[config.mk]
export PLATFORM = sky130hd
export DESIGN_NAME = reg_file_mp_flat
export DESIGN_NICKNAME = d
export VERILOG_FILES = /design/src/rtl/reg_file_mp_if.sv /design/src/rtl/reg_file_mp.sv /design/src/flat_wrapper.sv
export SDC_FILE = /design/constraint.sdc
export NUM_CORES = 2
export LEC_CHECK = 0
export BUFFER_PORTS_ARGS = -buffer_cell sky130_fd_sc_hd__buf_2
export CORE_UTILIZATION = 45
export CTS_BUF_LIST = sky130_fd_sc_hd__clkbuf_8
export CTS_CLUSTER_SIZE = 20
export DETAILED_ROUTE_END_ITERATION = 16
export GPL_ROUTABILITY_DRIVEN = 0
export PLACE_DENSITY_LB_ADDON = 0.05
export SETUP_SLACK_MARGIN = 0.2
export SYNTH_ARGS = -nofsm -noshare
export SYNTH_HDL_FRONTEND = slang
export SYNTH_SLANG_ARGS = --single-unit
[constraint.sdc]
create_clock -name clk -period 1.95 [get_ports clk]
set_input_delay 0.0975 -clock clk [delete_from_list [all_inputs] [get_ports clk]]
set_output_delay 0.0975 -clock clk [all_outputs]
set_load 0.03 [all_outputs]
[src/rtl/reg_file_mp_if.sv]
// ============================================================================
//  Module      : reg_file_mp_if
//  Description : Bundle of the register-file datapath signals.
//                master = decode/issue/writeback side (drives writes, read
//                addresses and scoreboard set); slave = register file.
//  Ports       : wen0/waddr0/wdata0/wstrb0, wen1/waddr1/wdata1/wstrb1,
//                raddr/rdata/rbusy (NUM_RD packed lanes), sb_set/sb_addr
//  Revision    : 1.0 - initial release
// ============================================================================
`default_nettype none

interface reg_file_mp_if #(
  parameter int DATA_WIDTH = 32,
  parameter int ADDR_WIDTH = 5,
  parameter int NUM_RD     = 2
);
  logic                         wen0;
  logic [ADDR_WIDTH-1:0]        waddr0;
  logic [DATA_WIDTH-1:0]        wdata0;
  logic [DATA_WIDTH/8-1:0]      wstrb0;
  logic                         wen1;
  logic [ADDR_WIDTH-1:0]        waddr1;
  logic [DATA_WIDTH-1:0]        wdata1;
  logic [DATA_WIDTH/8-1:0]      wstrb1;
  logic [NUM_RD*ADDR_WIDTH-1:0] raddr;
  logic [NUM_RD*DATA_WIDTH-1:0] rdata;
  logic [NUM_RD-1:0]            rbusy;
  logic                         sb_set;
  logic [ADDR_WIDTH-1:0]        sb_addr;

  modport master (
    output wen0, waddr0, wdata0, wstrb0,
    output wen1, waddr1, wdata1, wstrb1,
    output raddr, sb_set, sb_addr,
    input  rdata, rbusy
  );

  modport slave (
    input  wen0, waddr0, wdata0, wstrb0,
    input  wen1, waddr1, wdata1, wstrb1,
    input  raddr, sb_set, sb_addr,
    output rdata, rbusy
  );
endinterface

`default_nettype wire

[src/rtl/reg_file_mp.sv]
// ============================================================================
//  Module      : reg_file_mp
//  Description : Multi-port register file with two byte-strobed write ports,
//                NUM_RD combinational read ports, optional write-to-read
//                bypass and a per-register busy scoreboard.
//  Ports       : clk  - clock, all state changes on posedge
//                rst  - synchronous active-high reset
//                bus  - reg_file_mp_if.slave (write ports, read ports,
//                       scoreboard set)
//  Revision    : 1.0 - initial release
// ============================================================================
`default_nettype none

module reg_file_mp #(
  parameter int DATA_WIDTH = 32,
  parameter int ADDR_WIDTH = 5,
  parameter int NUM_RD     = 2,
  parameter int BYPASS     = 1,
  parameter int ZERO_REG   = 1
) (
  input  wire logic     clk,
  input  wire logic     rst,
  reg_file_mp_if.slave  bus
);

  localparam int c_DEPTH = 2 ** ADDR_WIDTH;
  localparam int c_NB    = DATA_WIDTH / 8;

  logic [DATA_WIDTH-1:0] r_mem [c_DEPTH];
  logic [c_DEPTH-1:0]    r_busy;

  // Byte strobes expanded to bit masks so a merge is a plain AND/OR.
  logic [DATA_WIDTH-1:0] w_mask0;
  logic [DATA_WIDTH-1:0] w_mask1;

  always_comb begin
    w_mask0 = '0;
    w_mask1 = '0;
    for (int b = 0; b < c_NB; b++) begin
      w_mask0[b*8 +: 8] = {8{bus.wstrb0[b]}};
      w_mask1[b*8 +: 8] = {8{bus.wstrb1[b]}};
    end
  end

  // Value register `addr` takes at the next edge given its current value.
  // Port 1 is applied last, so it wins every byte it strobes.
  function automatic logic [DATA_WIDTH-1:0] f_merge(
    input logic [DATA_WIDTH-1:0] old,
    input logic [ADDR_WIDTH-1:0] addr
  );
    logic [DATA_WIDTH-1:0] v;
    v = old;
    if (bus.wen0 && (bus.waddr0 == addr))
      v = (v & ~w_mask0) | (bus.wdata0 & w_mask0);
    if (bus.wen1 && (bus.waddr1 == addr))
      v = (v & ~w_mask1) | (bus.wdata1 & w_mask1);
    return v;
  endfunction

  // An enabled write clears busy even with all strobes low: the producer
  // has retired regardless of how many bytes it touched.
  function automatic logic f_wr_hit(input logic [ADDR_WIDTH-1:0] addr);
    return (bus.wen0 && (bus.waddr0 == addr)) ||
           (bus.wen1 && (bus.waddr1 == addr));
  endfunction

  // --------------------------------------------------------------------------
  // Register array and scoreboard
  // --------------------------------------------------------------------------
  always_ff @(posedge clk) begin
    if (rst) begin
      for (int a = 0; a < c_DEPTH; a++) begin
        r_mem[a] <= '0;
      end
      r_busy <= '0;
    end else begin
      for (int a = 0; a < c_DEPTH; a++) begin
        if ((ZERO_REG != 0) && (a == 0)) begin
          r_mem[a]  <= '0;
          r_busy[a] <= 1'b0;
        end else begin
          r_mem[a] <= f_merge(r_mem[a], ADDR_WIDTH'(a));
          // A set in the same cycle as a clear means a newer producer was
          // issued, so the set takes priority.
          if (bus.sb_set && (bus.sb_addr == ADDR_WIDTH'(a)))
            r_busy[a] <= 1'b1;
          else if (f_wr_hit(ADDR_WIDTH'(a)))
            r_busy[a] <= 1'b0;
        end
      end
    end
  end

  // --------------------------------------------------------------------------
  // Read ports
  // --------------------------------------------------------------------------
  for (genvar k = 0; k < NUM_RD; k++) begin : g_rd
    logic [ADDR_WIDTH-1:0] w_ra;
    logic [DATA_WIDTH-1:0] w_val;

    assign w_ra = bus.raddr[k*ADDR_WIDTH +: ADDR_WIDTH];

    always_comb begin
      w_val = r_mem[w_ra];
      if (BYPASS != 0)
        w_val = f_merge(w_val, w_ra);
      if ((ZERO_REG != 0) && (w_ra == '0))
        w_val = '0;
    end

    assign bus.rdata[k*DATA_WIDTH +: DATA_WIDTH] = w_val;
    // Busy is never bypassed: it reflects registered state only.
    assign bus.rbusy[k] = r_busy[w_ra];
  end

endmodule

`default_nettype wire

[src/flat_wrapper.sv]
// flat-port wrapper written by rule: the top's interface ports become plain ports
module reg_file_mp_flat 
#(
  parameter int DATA_WIDTH = 32,
  parameter int ADDR_WIDTH = 5,
  parameter int NUM_RD     = 2,
  parameter int BYPASS     = 1,
  parameter int ZERO_REG   = 1
)
  (clk, rst, bus_wen0, bus_waddr0, bus_wdata0, bus_wstrb0, bus_wen1, bus_waddr1, bus_wdata1, bus_wstrb1, bus_raddr, bus_sb_set, bus_sb_addr, bus_rdata, bus_rbusy);
  reg_file_mp_if #(.DATA_WIDTH(DATA_WIDTH), .ADDR_WIDTH(ADDR_WIDTH), .NUM_RD(NUM_RD)) bus_i ();
  input  wire logic clk;
  input  wire logic rst;
  input wire logic [$bits(bus_i.wen0)-1:0] bus_wen0;
  input wire logic [$bits(bus_i.waddr0)-1:0] bus_waddr0;
  input wire logic [$bits(bus_i.wdata0)-1:0] bus_wdata0;
  input wire logic [$bits(bus_i.wstrb0)-1:0] bus_wstrb0;
  input wire logic [$bits(bus_i.wen1)-1:0] bus_wen1;
  input wire logic [$bits(bus_i.waddr1)-1:0] bus_waddr1;
  input wire logic [$bits(bus_i.wdata1)-1:0] bus_wdata1;
  input wire logic [$bits(bus_i.wstrb1)-1:0] bus_wstrb1;
  input wire logic [$bits(bus_i.raddr)-1:0] bus_raddr;
  input wire logic [$bits(bus_i.sb_set)-1:0] bus_sb_set;
  input wire logic [$bits(bus_i.sb_addr)-1:0] bus_sb_addr;
  output wire logic [$bits(bus_i.rdata)-1:0] bus_rdata;
  output wire logic [$bits(bus_i.rbusy)-1:0] bus_rbusy;
  assign bus_i.wen0 = bus_wen0;
  assign bus_i.waddr0 = bus_waddr0;
  assign bus_i.wdata0 = bus_wdata0;
  assign bus_i.wstrb0 = bus_wstrb0;
  assign bus_i.wen1 = bus_wen1;
  assign bus_i.waddr1 = bus_waddr1;
  assign bus_i.wdata1 = bus_wdata1;
  assign bus_i.wstrb1 = bus_wstrb1;
  assign bus_i.raddr = bus_raddr;
  assign bus_i.sb_set = bus_sb_set;
  assign bus_i.sb_addr = bus_sb_addr;
  assign bus_rdata = bus_i.rdata;
  assign bus_rbusy = bus_i.rbusy;
  reg_file_mp #(.DATA_WIDTH(DATA_WIDTH), .ADDR_WIDTH(ADDR_WIDTH), .NUM_RD(NUM_RD), .BYPASS(BYPASS), .ZERO_REG(ZERO_REG)) u_core (.clk(clk), .rst(rst), .bus(bus_i));
endmodule
# Word level (Yosys, flattened, before mapping)
# Memory sizes are Yosys's and may differ from the RTL's.
# Index checks and enable logic that the tools add are counted.
word_totals:
  register_bits: 32
  inputBits: 102
  romBits: 0
  memories: 1
  ram_bits: 1024
  latchBits: 0
memory_table:
  columns: ["memory", "words", "word_bits", "read_ports", "rd_clocked_by_memory_dff", "wr", "line", "source"]
  rows:
  - ["u_core.r_mem", 32, 32, 33, 0, 32, "reg_file_mp.sv:29", "logic [DATA_WIDTH-1:0] r_mem [c_DEPTH];"]
op_classes:
  div_mod_pow: 0
  reduce_logical: 161
  order_cmp: 2
  addsub: 0
  bitwise: 168
  mux: 231
  eq_ne: 97
  n_shift: 0
  multipliers: 0
op_table:
  columns: ["operator", "count"]
  rows:
  - ["$mux 32", 162]
  - ["$and 32x32->32", 68]
  - ["$or 32x32->32", 66]
  - ["$eq 5x5->1 const B", 48]
  - ["$eq 5x4->1 const B", 24]
  - ["$logic_and 1x1->1", 97]
  - ["$mux 1", 67]
  - ["$not 32->32", 2]
  - ["$reduce_bool 2->1", 31]
  - ["$eq 5x3->1 const B", 12]
  - ["$or 1x1->1", 32]
  - ["$logic_or 1x1->1", 31]
  - ["$eq 5x2->1 const B", 6]
  - ["$eq 5x5->1", 4]
  - ["$eq 5x1->1 const B", 3]
  - ["$lt 5x6->1 const B", 2]
  - ["$bmux 1 s5", 2]
  - ["$logic_not 5->1", 2]

# Depth between registers and ports, before layout
depth:
  word_depth: 10
  mapped_depth: 11
  depth_no_buf: 6

# Worst setup path after synthesis
# OpenSTA, ideal clock, no wires.
synth_path:
  kind: "input-to-output"
  from: "in bus_raddr[6]"
  to: "out bus_rdata[60]"
  arrival_ns: 2.108
  path_slack_ns: -0.256
  path_stages: 9
  cell_sequence: "buf_2 -> buf_2 -> buf_2 -> buf_1 -> mux4_2 -> a211oi_1 -> o31ai_1 -> nand3_1 -> o221ai_1"
synth_via:
  elab_chain_len: 8
  elab_cells_between_ends: 13
synth_rtl:
  columns: ["item", "line", "source"]
  rows:
  - ["from (decl)", "flat_wrapper.sv:22", "input wire logic [$bits(bus_i.raddr)-1:0] bus_raddr;"]
  - ["$mem_v2 32x32", null, null]
  - ["$and 32x32->32", "reg_file_mp.sv:54", "v = (v & ~w_mask0) | (bus.wdata0 & w_mask0);"]
  - ["$or 32x32->32", "reg_file_mp.sv:54", null]
  - ["$mux 32", "reg_file_mp.sv:53", "if (bus.wen0 && (bus.waddr0 == addr))"]
  - ["$and 32x32->32", "reg_file_mp.sv:56", "v = (v & ~w_mask1) | (bus.wdata1 & w_mask1);"]
  - ["$or 32x32->32", "reg_file_mp.sv:56", null]
  - ["$mux 32", "reg_file_mp.sv:55", "if (bus.wen1 && (bus.waddr1 == addr))"]
  - ["$mux 32 *", "reg_file_mp.sv:107", "if ((ZERO_REG != 0) && (w_ra == '0))"]
  - ["to (decl)", "flat_wrapper.sv:25", "output wire logic [$bits(bus_i.rdata)-1:0] bus_rdata;"]
# Every way passes the cells marked *; elsewhere a longest branch is shown, timed or not.

==> results.sh <==
export IMPL_outcome="finished with violations"
export IMPL_violations="setup timing"
export IMPL_antenna_found_initial=31
export IMPL_first_pass_iters=7
export IMPL_grt_pass1_wl_mm=488
export IMPL_cts_tree="yes"
export IMPL_finalHoldWorstSlack_ns=0.00553
export IMPL_cp_arrival_ns=3.03
export IMPL_clkSinkCount=1023
export IMPL_synth_common_cells="1330 x nand2_1, 1151 x nor2_1, 1044 x nand3_1, 1023 x dfxtp_1, 992 x a311oi_1"
export IMPL_syn2layout_area_growth_pct=36.1
export IMPL_synth_avg_cell_area_um2=7.95
export IMPL_ys_seq_area_share_pct=31.7
export IMPL_port_buffers=167
export IMPL_clock_latency_ns=0.93
export IMPL_rsz0062_at_grt="true"
export IMPL_finalSetupViolCount=66
export IMPL_synth_top_area_share_pct=31.7
export IMPL_synth_most_common_cell="nand2_1"
export IMPL_yosys_top_cells_area="dfxtp_1 32%, a311oi_1 13%, mux4_2 8.8%, nand3_1 8.1%, nand2_1 7.7%"
export IMPL_power_density_nw_per_um2=605
export IMPL_num_vias=76778
export IMPL_num_io_pins=168
export IMPL_routed_via_density=6.85
export IMPL_totalWireLength_mm=336
export IMPL_hp_start="bus_sb_set"
export IMPL_yosysTopAreaCell="dfxtp_1"
export IMPL_power_leakage_nw=32.4
export IMPL_die_width_um=381
export IMPL_r2r_start="u_core.r_mem[26][13]"
export IMPL_drive_gt1_share_pct=30.9
export IMPL_drc=0
export IMPL_syn_nets=8228
export IMPL_setup_ws_ns=-1.18
export IMPL_synthArstFlopShare_pct=0
export IMPL_drt_iter0_markers=11093
export IMPL_hold_violations=0
export IMPL_regArea_um2=20600
export IMPL_route_met2_wl_mm=138
export IMPL_cp_slowest_stage_delay_ns=0.53
export IMPL_syn_area_um2=64600
export IMPL_path_common_cell="mux4_2"
export IMPL_rr_worst_depth=4
export IMPL_hpwl_mm=237
export IMPL_root_buffer="clkbuf_8"
export IMPL_fillers=12282
export IMPL_worst_pin_slew_ns=1.36
export IMPL_wl_met1_mm=129
export IMPL_start_util_pct=45.5
export IMPL_cp_slowest_cell="mux4_2"
export IMPL_top_layer="met5"
export IMPL_cp_num_cells=6
export IMPL_htreeDepth=4
export IMPL_min_period_ns=3.13
export IMPL_grt_pass1_vias=71912
export IMPL_die_y_um=381
export IMPL_multi_input_area_um2=42900
export IMPL_ys_ff_latch=1023
export IMPL_clock_path_buffers=3
export IMPL_wl_met3_mm=47.0
export IMPL_path_buf_inv=1
export IMPL_cap_viol_max_count=0
export IMPL_wire_per_inst_um=30.0
export IMPL_min_path_type="input pin to flip-flop"
export IMPL_antenna_left=0
export IMPL_slew_viol_final=0
export IMPL_synth_main_ff_cell="dfxtp_1"
export IMPL_hold_depth=5
export IMPL_cp_end_kind="primary output"
export IMPL_synth_enable_flop_cells=0
export IMPL_grtUsageTotal_pct=44.6
export IMPL_layout_nets=9249
export IMPL_relSlewSlack_pct=8.61
export IMPL_grt_max_degree=84
export IMPL_cpLargestDelayFamily="multiplexers"
export IMPL_fp_coreArea_um2=142000
export IMPL_synthDistinctLibCells=55
export IMPL_clkTransAtPathRegs_ns=0.06
export IMPL_clock_skew_ns=0
export IMPL_max_vdd_ir_drop_v=0.000626
export IMPL_path_class="flip-flop to primary output"
export IMPL_totalPowerFinal_w=0.0532
export IMPL_num_rows=138
export IMPL_synthCells=8126
export IMPL_grt_overflow=0
export IMPL_ys_warn_count=0
export IMPL_critPathMaxFanout=3
export IMPL_period_share_pct=161
export IMPL_dieArea_um2=145000
export IMPL_crit_path_start="u_core.r_mem[8][30]"
export IMPL_fmax_mhz=319
export IMPL_cts_buffers=192
export IMPL_cp_required_ns=1.85
export IMPL_worstPathCellList="mux4_2, mux4_2, mux2_4, nand2_4, o221ai_4, buf_6"
export IMPL_crit_path_start_kind="flip-flop"
[cells in the final DEF (no fill, tap or decap), drive strengths merged, types with 67 or more instances in the layout]
cell type    instances
nor2              1164
mux2i              424
nand2             1330
a22oi              170
mux2                75
dfxtp             1023
mux4               253
buf               1710
inv                 89
clkbuf             257
a311oi             992
nand3             1044
a221oi              67
dlygate4sd3         95
[per-stage QoR]
stage | setup TNS [ns] | utilization, % | std cells | setup slack [ns] | area [um^2]
final | -64.15 | 62.0 | 11201 | -1.18 | 87900
after global routing | -67.06 | 61.9 | 11196 | -1.20 | 87900
after CTS | -66.70 | 61.5 | 11191 | -1.21 | 87300
after detailed placement | -74.80 | 56.4 | 10729 | -0.890 | 80100
after global placement | -62.31 | 56.4 | 10729 | -0.873 | 80100
after floorplan | 0 | - | 8126 | 0.0518 | 65600
[routing by layer]
| metal | up-vias | GRT usage (%) |
|---|---|---|
| met5 | - | 0.595 |
| met4 | 34 | 26.4 |
| met3 | 1238 | 13.2 |
| met2 | 6092 | 63.0 |
| met1 | 36950 | 59.5 |
| li1 | 32464 | - |
[kinds of logic (layout without fill, tap and decap cells)]
logic type,Yosys count,in the layout,share of synthesized area (%)
flip-flops,1023,1023,31.7
multiplexers,752,752,16.7
XOR/XNOR,20,20,0.271
AND/OR/NAND/NOR,3723,3723,24.4
other,0,9,0
AO/OA/AOI/OAI,1601,1601,20.6
buffers and inverters,1007,2183,6.40
[tightest hold or removal path, cell delays in order]
cell     delay, ns
buf_2         0.10
nand2_1       0.32
nor3_4        0.10
a22oi_1       0.20
nor2_1        0.06
[report_power, final]
group          switching (W)  internal [W]
clock                 0.0105        0.0118
sequential          0.000188        0.0211
combinational        0.00599       0.00351
total                 0.0167        0.0365
[state kept, by name, summed over array words and instances, names as in the netlist]
register / count
u_core.r_mem: 992
u_core.r_busy: 31
[final timing paths]
check                         endpoint  slack, ns
setup reg to reg  u_core.r_mem[26][13]       0.44
hold reg to reg    u_core.r_mem[8][20]       0.49
hold / removal       u_core.r_busy[16]      0.006
setup / recovery         bus_rdata[62]      -1.18
[layout make-up]
cell class                 count  share of cell area [%]
antenna                        9                  0.0256
clock buffer                 253                    3.96
clock inverter                96                   0.568
inverter                      21                  0.0896
multi-input combinational   6096                    48.8
sequential                  1023                    23.4
tap                         1890                    2.69
timing repair buffer        1813                    20.5
[repair_timing]
action	4_1_cts	5_1_grt
endpoints found under the hold margin	1023	0
endpoints found under the setup margin	66	203
buffers inserted	10	2
pin swaps	108	69
hold buffers	103	0
gates resized for setup	509	163
No activity file was read; power rests on OpenSTA's default activity.
